<file path="src/rtl/keycode_bank_pkg.sv">
// Shared constants and FSM state type for the keycode bank.
package keycode_bank_pkg;

    localparam int CTRL_COMMIT  = 0;
    localparam int CTRL_CLR_OVF = 1;
    localparam int CTRL_IRQ_EN  = 2;

    localparam int STAT_BUSY    = 0;
    localparam int STAT_OVF     = 1;
    localparam int STAT_PENDING = 3;
    localparam int CNT_LSB      = 8;

    typedef enum logic [1:0] {
        IDLE,
        REL,
        PRS
    } state_t;

endpackage

</file>
<file path="src/rtl/keycode_bank_if.sv">
// Avalon-MM slave bus plus the event valid/ready port of the keycode bank.
interface keycode_bank_if #(
    parameter int ADDR_W = 4,
    parameter int KEY_W  = 8
);
    logic [ADDR_W-1:0] avs_address;
    logic              avs_read;
    logic              avs_write;
    logic [31:0]       avs_writedata;
    logic [31:0]       avs_readdata;
    logic              evt_valid;
    logic              evt_ready;
    logic [KEY_W-1:0]  evt_code;
    logic              evt_press;

    modport master (
        output avs_address, avs_read, avs_write, avs_writedata, evt_ready,
        input  avs_readdata, evt_valid, evt_code, evt_press
    );

    modport slave (
        input  avs_address, avs_read, avs_write, avs_writedata, evt_ready,
        output avs_readdata, evt_valid, evt_code, evt_press
    );
endinterface

</file>
<file path="src/rtl/keycode_evt_fifo.sv">
// Small event FIFO; the head is read straight from storage registers,
// so nothing on the output side depends combinationally on pop.
module keycode_evt_fifo #(
    parameter int WIDTH = 9,
    parameter int DEPTH = 8
) (
    input  logic                       clk,
    input  logic                       rst_n,
    input  logic                       push,
    input  logic [WIDTH-1:0]           din,
    output logic                       full,
    input  logic                       pop,
    output logic [WIDTH-1:0]           dout,
    output logic                       empty,
    output logic [$clog2(DEPTH):0]     count,
    output logic                       overflow
);
    localparam int PTR_W = $clog2(DEPTH);
    localparam int CNT_W = PTR_W + 1;

    logic [WIDTH-1:0] mem [DEPTH];
    logic [PTR_W-1:0] wr_ptr;
    logic [PTR_W-1:0] rd_ptr;
    logic             do_push;
    logic             do_pop;

    assign empty    = (count == '0);
    assign full     = (count == CNT_W'(DEPTH));
    assign do_pop   = pop && !empty;
    // A pop frees the slot in the same cycle, so a full FIFO still accepts.
    assign do_push  = push && (!full || do_pop);
    assign overflow = push && full && !do_pop;
    assign dout     = mem[rd_ptr];

    always_ff @(posedge clk or negedge rst_n) begin
        if (!rst_n) begin
            wr_ptr <= '0;
            rd_ptr <= '0;
            count  <= '0;
            for (int i = 0; i < DEPTH; i++) begin
                mem[i] <= '0;
            end
        end else begin
            if (do_push) begin
                mem[wr_ptr] <= din;
                wr_ptr      <= wr_ptr + PTR_W'(1);
            end
            if (do_pop) begin
                rd_ptr <= rd_ptr + PTR_W'(1);
            end
            count <= count + CNT_W'(do_push) - CNT_W'(do_pop);
        end
    end

endmodule

</file>
<file path="src/rtl/keycode_bank.sv">
// Shadow/committed keycode registers with an atomic commit that diffs the
// new set against the old one and queues release then press events.
module keycode_bank
    import keycode_bank_pkg::*;
#(
    parameter int NUM_CH    = 6,
    parameter int KEY_W     = 8,
    parameter int EVT_DEPTH = 8,
    parameter int ADDR_W    = 4
) (
    input  logic                    clk_clk,
    input  logic                    reset_reset_n,
    keycode_bank_if.slave           bus,
    output logic [NUM_CH*KEY_W-1:0] keycode_export,
    output logic                    irq
);
    localparam int CTRL_ADDR = NUM_CH;
    localparam int IDX_W     = (NUM_CH > 1) ? $clog2(NUM_CH) : 1;
    localparam int CNT_W     = $clog2(EVT_DEPTH) + 1;

    logic [KEY_W-1:0] shadow    [NUM_CH];
    logic [KEY_W-1:0] committed [NUM_CH];
    logic [KEY_W-1:0] old_set   [NUM_CH];
    logic [KEY_W-1:0] new_set   [NUM_CH];

    state_t           state, next_state;
    logic [IDX_W-1:0] idx;
    logic             pending, overflow, irq_en;
    logic [31:0]      readdata, rd_mux;

    logic             ctrl_wr, commit_req, busy, scan_last, scan_end, start_scan, scan_prs;
    logic [KEY_W-1:0] cur;
    logic [NUM_CH-1:0] eq_other, eq_prior;
    logic             fifo_push, fifo_full, fifo_empty, fifo_ovf;
    logic [KEY_W:0]   fifo_din, fifo_dout;
    logic [CNT_W-1:0] fifo_count;
    logic             unused_bits;

    assign ctrl_wr    = bus.avs_write && (bus.avs_address == ADDR_W'(CTRL_ADDR));
    assign commit_req = ctrl_wr && bus.avs_writedata[CTRL_COMMIT];
    assign busy       = (state != IDLE);
    assign scan_prs   = (state == PRS);
    assign scan_last  = (idx == IDX_W'(NUM_CH - 1));
    assign scan_end   = scan_prs && scan_last;
    // A commit that lands on the final scan cycle is folded into the restart.
    assign start_scan = (commit_req && !busy) || (scan_end && (pending || commit_req));

    // Membership compare: the slot under scan against the other set and against earlier slots of its own set.
    always_comb begin
        cur      = '0;
        eq_other = '0;
        eq_prior = '0;
        for (int j = 0; j < NUM_CH; j++) begin
            if (IDX_W'(j) == idx) cur = scan_prs ? new_set[j] : old_set[j];
        end
        for (int j = 0; j < NUM_CH; j++) begin
            eq_other[j] = ((scan_prs ? old_set[j] : new_set[j]) == cur);
            eq_prior[j] = (IDX_W'(j) < idx) && ((scan_prs ? new_set[j] : old_set[j]) == cur);
        end
    end

    always_ff @(posedge clk_clk or negedge reset_reset_n) begin
        if (!reset_reset_n) state <= IDLE;
        else                state <= next_state;
    end

    always_comb begin
        next_state = state;
        fifo_push  = 1'b0;
        fifo_din   = {cur, scan_prs};
        case (state)
            IDLE: if (start_scan) next_state = REL;
            REL: begin
                fifo_push = (cur != '0) && !(|eq_other) && !(|eq_prior);
                if (scan_last) next_state = PRS;
            end
            PRS: begin
                fifo_push = (cur != '0) && !(|eq_other) && !(|eq_prior);
                if (scan_last) next_state = start_scan ? REL : IDLE;
            end
            default: next_state = IDLE;
        endcase
    end

    always_ff @(posedge clk_clk or negedge reset_reset_n) begin
        if (!reset_reset_n) begin
            idx <= '0;
            for (int j = 0; j < NUM_CH; j++) begin
                committed[j] <= '0;
                old_set[j]   <= '0;
                new_set[j]   <= '0;
            end
        end else begin
            if (start_scan || (busy && scan_last)) idx <= '0;
            else if (busy)                          idx <= idx + IDX_W'(1);
            if (start_scan) begin
                for (int j = 0; j < NUM_CH; j++) begin
                    committed[j] <= shadow[j];
                    old_set[j]   <= committed[j];
                    new_set[j]   <= shadow[j];
                end
            end
        end
    end

    always_ff @(posedge clk_clk or negedge reset_reset_n) begin
        if (!reset_reset_n) begin
            for (int j = 0; j < NUM_CH; j++) shadow[j] <= '0;
        end else begin
            for (int j = 0; j < NUM_CH; j++) begin
                if (bus.avs_write && (bus.avs_address == ADDR_W'(j)))
                    shadow[j] <= bus.avs_writedata[KEY_W-1:0];
            end
        end
    end

    // A lost event outranks a simultaneous clear so it is never hidden.
    always_ff @(posedge clk_clk or negedge reset_reset_n) begin
        if (!reset_reset_n) begin
            pending  <= 1'b0;
            overflow <= 1'b0;
            irq_en   <= 1'b0;
            irq      <= 1'b0;
            readdata <= '0;
        end else begin
            if (scan_end)                 pending <= 1'b0;
            else if (commit_req && busy)  pending <= 1'b1;
            if (fifo_ovf)                                          overflow <= 1'b1;
            else if (ctrl_wr && bus.avs_writedata[CTRL_CLR_OVF])   overflow <= 1'b0;
            if (ctrl_wr) irq_en <= bus.avs_writedata[CTRL_IRQ_EN];
            irq      <= irq_en && !fifo_empty;
            readdata <= bus.avs_read ? rd_mux : '0;
        end
    end

    always_comb begin
        rd_mux = '0;
        for (int j = 0; j < NUM_CH; j++) begin
            if (bus.avs_address == ADDR_W'(j)) rd_mux[KEY_W-1:0] = shadow[j];
        end
        if (bus.avs_address == ADDR_W'(CTRL_ADDR)) begin
            rd_mux[STAT_BUSY]            = busy;
            rd_mux[STAT_OVF]             = overflow;
            rd_mux[CTRL_IRQ_EN]          = irq_en;
            rd_mux[STAT_PENDING]         = pending;
            rd_mux[CNT_LSB +: CNT_W]     = fifo_count;
        end
    end

    always_comb begin
        keycode_export = '0;
        for (int j = 0; j < NUM_CH; j++) keycode_export[j*KEY_W +: KEY_W] = committed[j];
    end

    keycode_evt_fifo #(
        .WIDTH (KEY_W + 1),
        .DEPTH (EVT_DEPTH)
    ) u_fifo (
        .clk      (clk_clk),
        .rst_n    (reset_reset_n),
        .push     (fifo_push),
        .din      (fifo_din),
        .full     (fifo_full),
        .pop      (bus.evt_ready),
        .dout     (fifo_dout),
        .empty    (fifo_empty),
        .count    (fifo_count),
        .overflow (fifo_ovf)
    );

    assign bus.avs_readdata = readdata;
    assign bus.evt_valid    = !fifo_empty;
    assign bus.evt_code     = fifo_dout[KEY_W:1];
    assign bus.evt_press    = fifo_dout[0];
    assign unused_bits      = ^{bus.avs_writedata[31:KEY_W], fifo_full};

endmodule

</file>
<file path="src/flat_wrapper.sv">
// flat-port wrapper written by rule: the top's interface ports become plain ports
module keycode_bank_flat import keycode_bank_pkg::*;
#(
    parameter int NUM_CH    = 6,
    parameter int KEY_W     = 8,
    parameter int EVT_DEPTH = 8,
    parameter int ADDR_W    = 4
)
  (clk_clk, reset_reset_n, keycode_export, irq, bus_avs_address, bus_avs_read, bus_avs_write, bus_avs_writedata, bus_evt_ready, bus_avs_readdata, bus_evt_valid, bus_evt_code, bus_evt_press);
  keycode_bank_if #(.ADDR_W(ADDR_W), .KEY_W(KEY_W)) bus_i ();
  input  logic clk_clk;
  input  logic reset_reset_n;
  output logic [NUM_CH*KEY_W-1:0] keycode_export;
  output logic irq;
  input wire logic [$bits(bus_i.avs_address)-1:0] bus_avs_address;
  input wire logic [$bits(bus_i.avs_read)-1:0] bus_avs_read;
  input wire logic [$bits(bus_i.avs_write)-1:0] bus_avs_write;
  input wire logic [$bits(bus_i.avs_writedata)-1:0] bus_avs_writedata;
  input wire logic [$bits(bus_i.evt_ready)-1:0] bus_evt_ready;
  output wire logic [$bits(bus_i.avs_readdata)-1:0] bus_avs_readdata;
  output wire logic [$bits(bus_i.evt_valid)-1:0] bus_evt_valid;
  output wire logic [$bits(bus_i.evt_code)-1:0] bus_evt_code;
  output wire logic [$bits(bus_i.evt_press)-1:0] bus_evt_press;
  assign bus_i.avs_address = bus_avs_address;
  assign bus_i.avs_read = bus_avs_read;
  assign bus_i.avs_write = bus_avs_write;
  assign bus_i.avs_writedata = bus_avs_writedata;
  assign bus_i.evt_ready = bus_evt_ready;
  assign bus_avs_readdata = bus_i.avs_readdata;
  assign bus_evt_valid = bus_i.evt_valid;
  assign bus_evt_code = bus_i.evt_code;
  assign bus_evt_press = bus_i.evt_press;
  keycode_bank #(.NUM_CH(NUM_CH), .KEY_W(KEY_W), .EVT_DEPTH(EVT_DEPTH), .ADDR_W(ADDR_W)) u_core (.clk_clk(clk_clk), .reset_reset_n(reset_reset_n), .bus(bus_i), .keycode_export(keycode_export), .irq(irq));
endmodule
</file>
<file path="config.mk">
export PLATFORM = sky130hd
export DESIGN_NAME = keycode_bank_flat
export DESIGN_NICKNAME = d
export VERILOG_FILES = /design/src/rtl/keycode_bank_pkg.sv /design/src/rtl/keycode_bank_if.sv /design/src/rtl/keycode_evt_fifo.sv /design/src/rtl/keycode_bank.sv /design/src/flat_wrapper.sv
export SDC_FILE = /design/constraint.sdc
export NUM_CORES = 1
export LEC_CHECK = 0
export BUFFER_PORTS_ARGS = -buffer_cell sky130_fd_sc_hd__buf_2
export CORE_MARGIN = 3
export CORE_UTILIZATION = 65
export CTS_CLUSTER_DIAMETER = 200
export DETAILED_ROUTE_END_ITERATION = 7
export GPL_ROUTABILITY_DRIVEN = 0
export PLACE_DENSITY = 0.91
export SLEW_MARGIN = 30
export SYNTH_ARGS = -nofsm -noshare
export SYNTH_HDL_FRONTEND = slang
export SYNTH_SLANG_ARGS = --single-unit
</file>
<file path="constraint.sdc">
create_clock -name clk_clk -period 13.3 [get_ports clk_clk]
set_input_delay 0 -clock clk_clk [delete_from_list [all_inputs] [get_ports clk_clk]]
set_output_delay 0 -clock clk_clk [all_outputs]
set_load 0.02 [all_outputs]
</file>
# Word-level counts from Yosys, hierarchy flattened
# Index checks and enable logic that the tools add are counted.
# W data, S select, Z words.
dict set report totals {
  inputBits 41
  elab_cells 178
  register_bits 267
  out_inout_bits 91
}
dict set report classes {
  order_cmp 9
  n_addsub 5
  bitwise_logic 2
  n_eq_ne 30
  mux 45
  n_reduce_logical 51
}
# op n
set op_table {}
lappend op_table {{$mux W8} 24}
lappend op_table {{$eq A8 B8 Y1} 12}
lappend op_table {{$bwmux W72} 1}
lappend op_table {{$logic_and A1 B1 Y1} 28}
lappend op_table {{$bmux W9 S3} 1}
lappend op_table {{$demux W9 S3} 1}
lappend op_table {{$mux W9} 3}
lappend op_table {{$eq A4 B3 Y1 const B} 3}
lappend op_table {{$mux W12} 1}
lappend op_table {{$reduce_or A6 Y1} 2}
lappend op_table {{$add A3 B1 Y3 const B} 3}
lappend op_table {{$eq A4 B2 Y1 const B} 2}
lappend op_table {{$ge A4 B4 Y1 const B} 2}
lappend op_table {{$logic_not A4 Y1} 2}
lappend op_table {{$mux W4} 2}
lappend op_table {{$not A3 Y4} 2}
lappend op_table {{$reduce_bool A2 Y1} 4}
lappend op_table {{$reduce_bool A8 Y1} 1}
lappend op_table {{$eq A2 B3 Y1 const A} 2}
lappend op_table {{$eq A3 B3 Y1 const A} 2}
lappend op_table {{$logic_not A1 Y1} 6}
lappend op_table {{$lt A1 B3 Y1 const A} 2}
lappend op_table {{$lt A2 B3 Y1 const A} 2}
lappend op_table {{$lt A3 B3 Y1 const A} 2}
lappend op_table {{other kinds (19)} 32}

# Depth between registers and ports, before layout
dict set report depth {
  word_depth 17
  ltp_mapped 23
  depth_no_buf 17
}

# Hierarchy
# A second synthesis with hierarchy kept.
dict set report unflattened {
  cells_unflattened 1267
  area_unflattened_um2 14790.4
}
# module cells_per_inst seq_area_each_um2 instances area_each_um2
set by_module_without_submodules {}
lappend by_module_without_submodules {keycode_bank 1023 4129.0 1 10881.7}
lappend by_module_without_submodules {keycode_evt_fifo 244 2052.0 1 3908.7}

# Worst setup path before layout
# Ideal clock, no wire load.
dict set report synth_timing {
  path_type {register -> register}
  startpoint {register u_core.idx[0]}
  endpoint {register u_core.u_fifo.count[1]}
  setup_time_ps 64
  setup_slack_ps 8927
  synth_period_minus_slack_ps 4373
  path_stages_with_launch 22
  path_buffers 4
  required_time_ps 13236
  arrival_time_ps 4309
  path_cell_list {dfrtp_1 buf_2 inv_1 ha_1 nand2b_1 o32ai_1 nor2_1 o21ai_1 buf_2 xnor2_1 nor4_1 nand3_1 o311ai_1 or4_1 buf_2 buf_6 o21bai_1 a21bo_2 ha_1 inv_1 fa_1 inv_1}
}
dict set report synth_between {
  elab_chain_cells 16
  elab_cells_between_ends 47
  cone_classes {2 x add/sub; 6 x order compare; 17 x eq/ne; 7 x mux; 15 x reduce/logical}
}
# item line_no
set synth_rtl {}
lappend synth_rtl {{start: declaration} keycode_bank.sv:27} ;# logic [IDX_W-1:0] idx;
lappend synth_rtl {{start signal: assignment} keycode_bank.sv:95} ;# else if (busy) idx <= idx + IDX_W'(1);
lappend synth_rtl {{$logic_not A3 Y1} keycode_bank.sv:54} ;# if (IDX_W'(j) == idx) cur = scan_prs ? new_set[j] : old_set[j];
lappend synth_rtl {{$mux W8 (6 in a row)} keycode_bank.sv:54}
lappend synth_rtl {{$eq A8 B8 Y1, on equally long branches} {keycode_bank.sv:57, keycode_bank.sv:58}}
lappend synth_rtl {{$reduce_or A6 Y1 or $logic_and A1 B1 Y1 (tied branches)} {keycode_bank.sv:74, keycode_bank.sv:78, keycode_bank.sv:58}}
lappend synth_rtl {{$logic_not A1 Y1 or $reduce_or A6 Y1 (tied branches)} {keycode_bank.sv:74, keycode_bank.sv:78}}
lappend synth_rtl {{$logic_and A1 B1 Y1 or $logic_not A1 Y1 (tied branches)} {keycode_bank.sv:74, keycode_bank.sv:78}}
lappend synth_rtl {{$logic_and A1 B1 Y1 (*)} {keycode_bank.sv:74, keycode_bank.sv:78}}
lappend synth_rtl {{$mux W1 (*)} --}
lappend synth_rtl {{$logic_and A1 B1 Y1 (*)} keycode_evt_fifo.sv:31} ;# assign do_push = push && (!full || do_pop);
lappend synth_rtl {{$add A4 B1 Y4 (*)} keycode_evt_fifo.sv:51} ;# count <= count + CNT_W'(do_push) - CNT_W'(do_pop);
lappend synth_rtl {{$sub A4 B1 Y4 (*)} keycode_evt_fifo.sv:51}
lappend synth_rtl {{end signal: assignment} keycode_evt_fifo.sv:51}
lappend synth_rtl {{end: declaration} keycode_evt_fifo.sv:15} ;# output logic [$clog2(DEPTH):0] count,
# Every way passes the cells marked *; elsewhere a longest branch is shown, timed or not.
# A chain may end at the register's enable or synchronous reset.

# Final worst setup path
dict set report layout_timing {
  startpoint {register u_core.state[0]}
  endpoint {register u_core.u_fifo.mem[2] in the netlist's numbering}
}
dict set report layout_between {
  elab_chain_cells 15
  elab_cells_between_ends 49
  cone_classes {14 x eq/ne; 20 x mux; 15 x reduce/logical}
}
# item line_no
set layout_rtl {}
lappend layout_rtl {{start: declaration} keycode_bank.sv:26} ;# state_t state, next_state;
lappend layout_rtl {{start signal: assignment} keycode_bank.sv:64} ;# else state <= next_state;
lappend layout_rtl {{$eq A2 B2 Y1} {keycode_bank.sv:42, keycode_bank.sv:71}}
lappend layout_rtl {{$mux W8} {keycode_bank.sv:54, keycode_bank.sv:58}}
lappend layout_rtl {{$mux W8 (6 in a row)} keycode_bank.sv:54}
lappend layout_rtl {{$eq A8 B8 Y1, on equally long branches} {keycode_bank.sv:57, keycode_bank.sv:58}}
lappend layout_rtl {{$reduce_or A6 Y1 or $logic_and A1 B1 Y1 (tied branches)} {keycode_bank.sv:74, keycode_bank.sv:78, keycode_bank.sv:58}}
lappend layout_rtl {{$logic_not A1 Y1 or $reduce_or A6 Y1 (tied branches)} {keycode_bank.sv:74, keycode_bank.sv:78}}
lappend layout_rtl {{$logic_and A1 B1 Y1 or $logic_not A1 Y1 (tied branches)} {keycode_bank.sv:74, keycode_bank.sv:78}}
lappend layout_rtl {{$logic_and A1 B1 Y1} {keycode_bank.sv:74, keycode_bank.sv:78}}
lappend layout_rtl {{$mux W1} --}
lappend layout_rtl {{$logic_and A1 B1 Y1} keycode_evt_fifo.sv:31}
lappend layout_rtl {{end signal: indexed assignment} keycode_evt_fifo.sv:45} ;# mem[wr_ptr] <= din;
lappend layout_rtl {{end: declaration} keycode_evt_fifo.sv:21} ;# logic [WIDTH-1:0] mem [DEPTH];
# Several ways; a longest one is shown, not always the timed one.

==> key figures <==
Outcome
  – Status: complete, no violations

Timing
  – Post-layout min period: 7230 ps
  – Final Max Tran Viols: 0
  – Clock skew: 22.4 ps
  – Fin crit share: 54.4%
  – Hold Vio Cnt, Final: 0
  – Min Hold Slack: 72.2 ps
  – Final setup fails: 0
  – Slew of the pin with the lowest slew margin: 1030 ps
  – Fmax: 138 MHz
  – TNS Setup: 0 ps
  – Worst Setup Slack, final: 6070 ps
  – RSZ-0062 raised after global routing: false
  – Rel. slew slack: 30.5%

Setup path
  – Reg-to-reg slack, setup: 6070 ps
  – CP startpoint kind: flop
  – Critical path, cell by cell: inv_1 -> ha_2 -> buf_4 -> mux2i_1 -> o32ai_1 -> nor2_1 -> o21ai_2 -> buf_4 -> xnor2_1 -> a2111oi_0 -> and3_1 -> nor4_1 -> nand3_2 -> nor4_4 -> mux2_2
  – CP Class: reg2reg
  – Buf+Inv Stages, Crit Path: 3
  – R2r worst-path depth: 15
  – Cell mode on critical path: buf_4
  – Critical R2R Capture: u_core.u_fifo.mem[2]$_DFFE_PN0P_
  – Slowest cell on crit path: nor4_4
  – Worst r2r src: u_core.state[0]$_DFFE_PN0P_
  – Worst Path Arrival: 7660 ps
  – Largest stage delay, worst path: 1010 ps
  – Max FO, Critical Path: 29
  – Critical path's top delay family: simple AND/OR/NAND/NOR gates
  – Worst path required time: 13720 ps
  – Crit end category: flop

Pwr
  – Clock power frac: 22.7%
  – Leak: 7.20 nW
  – Combinational power share: 44.9%
  – Maximum vdd drop: 0.198 mV
  – Cell internal pwr: 0.00201 W
  – Switching Share: 44.1%
  – Part of the power in registers: 32.5%
  – Power Density: 228 nW/um2
  – Net Sw Power: 0.00159 W

Placement
  – Pre-CTS WS: 6550 ps
  – Hpwl dp: 26000 um
  – Port Buffers: 87

Yosys
  – Synth top area share: 43.6%
  – Main synth FF type: dfrtp_1
  – Post-synth design cell area: 14200 um2
  – Most common cell in the netlist: dfrtp_1
  – Synthesized flop and latch total: 247
  – Synthesized area per cell: 12.2 um2
  – Cells after Synth: 1160
  – Most instantiated cells after synthesis: 247 x dfrtp_1, 219 x mux2_2, 95 x mux2i_1
  – Register area share after synthesis: 43.6%
  – Synth Warn #: 0
  – Post-synth EDFFs: 0
  – Leading area contributor after synthesis: dfrtp_1
  – Area contributors post-synth: dfrtp_1 44%, mux2_2 17%, mux2i_1 6.7%, xnor2_1 3.2%, mux4_2 2.9%
  – Post-synth ARST share: 100%
  – Distinct cell type count after synthesis: 76

Routing
  – DRT Pass-1 Iters: 7
  – Vias per cell: 7.20
  – Remaining antenna violation count after routing: 0
  – DRT iter0 DRCs: 1460
  – Routed vias: 11000
  – Final WL: 42600 um
  – Average wire per cell in the routed design: 28.0 um
  – Post-route DRC violation count: 0

Floorplan
  – Die W: 154 um
  – Initial Util: 66.8%
  – Core Rows: 53
  – Io pins: 132
  – Full die area: 23600 um2
  – Die Ht: 154 um
  – Core Footprint: 21200 um2

Clock tree
  – Total CTS buffers: 26
  – Clk root buf: clkbuf_16
  – Cts repair resizes: 0
  – Setup bufs post-CTS: 0
  – H-Tree Depth: 1
  – CTS Sinks: 247
  – Bufs on Longest Clock Path: 3
  – Reg clk slew, reported paths: 70 ps
  – Later-pin clock latency in the skew report: 550 ps
  – TritonCTS clock tree: built

Cells and area
  – Area growth syn-to-layout: 11.4%
  – Layout cell share with drive strength beyond 1: 35.1%
  – Fill cells: 1120
  – Nets: 1284
  – Utilization after layout: 74.3%

GRT
  – Largest net degree at the start of global routing: 116
  – Antenna violations before repair: 1
  – GR Overflow Total: 0
  – Number of global-route vias before repair: 11100
  – First-pass GRT wire length: 65900 um
  – All-Layer GR Usage: 35.5%

Min path
  – Hold Path End: u_core.bus.avs_readdata[4]$_DFF_PN0_
  – Min-Delay Path Depth: 4
  – Hold Crit Class: in2reg
  – Hold Crit Start: bus_avs_address[2]

Run
  – Max_cap viols: 0
[cell families after synthesis]
logic type | Yosys count | share of synthesized area [%]
XOR/XNOR | 93 | 5.75
other | 1 | 0.0265
buffers and inverters | 111 | 4.12
flip-flops | 247 | 43.6
multiplexers | 358 | 29.8
AO/OA/AOI/OAI | 152 | 7.50
adder cells (fa/ha/maj) | 17 | 1.55
AND/OR/NAND/NOR | 181 | 7.61
[final cells by class]
| cell class | instances | area, um2 | share of cell area [%] |
|---|---|---|---|
| Multi-Input combinational cell | 821 | 7520 | 47.7 |
| Sequential cell | 247 | 6180 | 39.2 |
| Clock buffer | 35 | 754 | 4.78 |
| Timing Repair Buffer | 115 | 708 | 4.49 |
| Tap cell | 275 | 344 | 2.18 |
| Clock inverter | 12 | 208 | 1.32 |
| Inverter | 15 | 56.3 | 0.357 |
| Antenna cell | 2 | 5.00 | 0.0317 |
[stage by stage]
step                instances  area (um2)  power (W)
floorplan                1179       14200    0.00222
global placement         1458       14600    0.00256
detailed placement       1458       14600    0.00262
CTS                      1518       15700    0.00349
global route             1520       15800    0.00371
finish                   1522       15800    0.00360
[placed cells by master, fill, tap and decap left out, types with 14 or more instances in the layout]
master,synthesis,layout
a21oi_1,32,32
buf_2,19,86
clkbuf_16,0,26
conb_1,1,20
dfrtp_1,247,247
ha_1,16,14
inv_1,14,14
mux2_2,219,219
mux2_4,18,18
mux2i_1,95,95
mux4_2,18,18
nand2_1,44,44
nand3_1,18,16
nor2_1,23,23
nor3_1,20,20
o21ai_0,27,27
xnor2_1,51,51
xor2_1,42,42
[worst reg2reg max path: cells and delay by family, from the launching register on]
kind                       cells  cell delay [ps]
AOI/OAI and AO/OA              3              930
DFF                            1              460
xor gates and xnor gates       1              150
buffers and inverters          3             1150
and+or+nand+nor                5             2960
muxes                          2              680
adders and majority gates      1              760
[power by group through the flow]
| stage | registers [W] | logic, W | clock network, W |
|---|---|---|---|
| floorplan | 0.00110 | 0.00112 | 0 |
| global placement | 0.00113 | 0.00143 | 0 |
| detailed placement | 0.00115 | 0.00148 | 0 |
| CTS | 0.00114 | 0.00153 | 0.000814 |
| global route | 0.00118 | 0.00169 | 0.000848 |
| finish | 0.00117 | 0.00162 | 0.000817 |
[sequential cells by signal (all words and copies together) (netlist names)]
signal and cells:
u_core.keycode_export 48, u_core.u_fifo.wr_ptr 3, u_core.irq_en 1, u_core.state 2, u_core.u_fifo.count 4, u_core.irq 1
u_core.u_fifo.rd_ptr 3, u_core.old_set 48, u_core.shadow 48, u_core.idx 3, u_core.bus.avs_readdata 12, u_core.u_fifo.mem 72
u_core.pending 1, u_core.overflow 1
[layer usage]
metal  routed length, um  GRT usage, %
met4                2700          15.1
met3                4850          8.50
met5                  15             0
met2               19900          58.4
met1               15100          45.2
[how the worst max path moves through the flow]
stage,from,to,cells after the start
6_report,u_core.state[0]$_DFFE_PN0P_,u_core.u_fifo.mem[2]$_DFFE_PN0P_,15
3_3_place_gp,u_core.state[0]$_DFFE_PN0P_,u_core.u_fifo.mem[49]$_DFFE_PN0P_,13
2_1_floorplan,u_core.idx[0]$_DFFE_PN0P_,u_core.u_fifo.count[1]$_DFF_PN0_,21
5_1_grt,u_core.state[0]$_DFFE_PN0P_,u_core.u_fifo.mem[2]$_DFFE_PN0P_,15
4_1_cts,u_core.state[0]$_DFFE_PN0P_,u_core.u_fifo.mem[51]$_DFFE_PN0P_,15
3_5_place_dp,u_core.state[0]$_DFFE_PN0P_,u_core.u_fifo.mem[12]$_DFFE_PN0P_,14
[repair_timing]
action,in CTS,in global routing
endpoints found under the hold margin,178,0
hold buffers,13,0
endpoints found under the setup margin,0,0
Note: power is estimated with default switching activity, not from simulation.
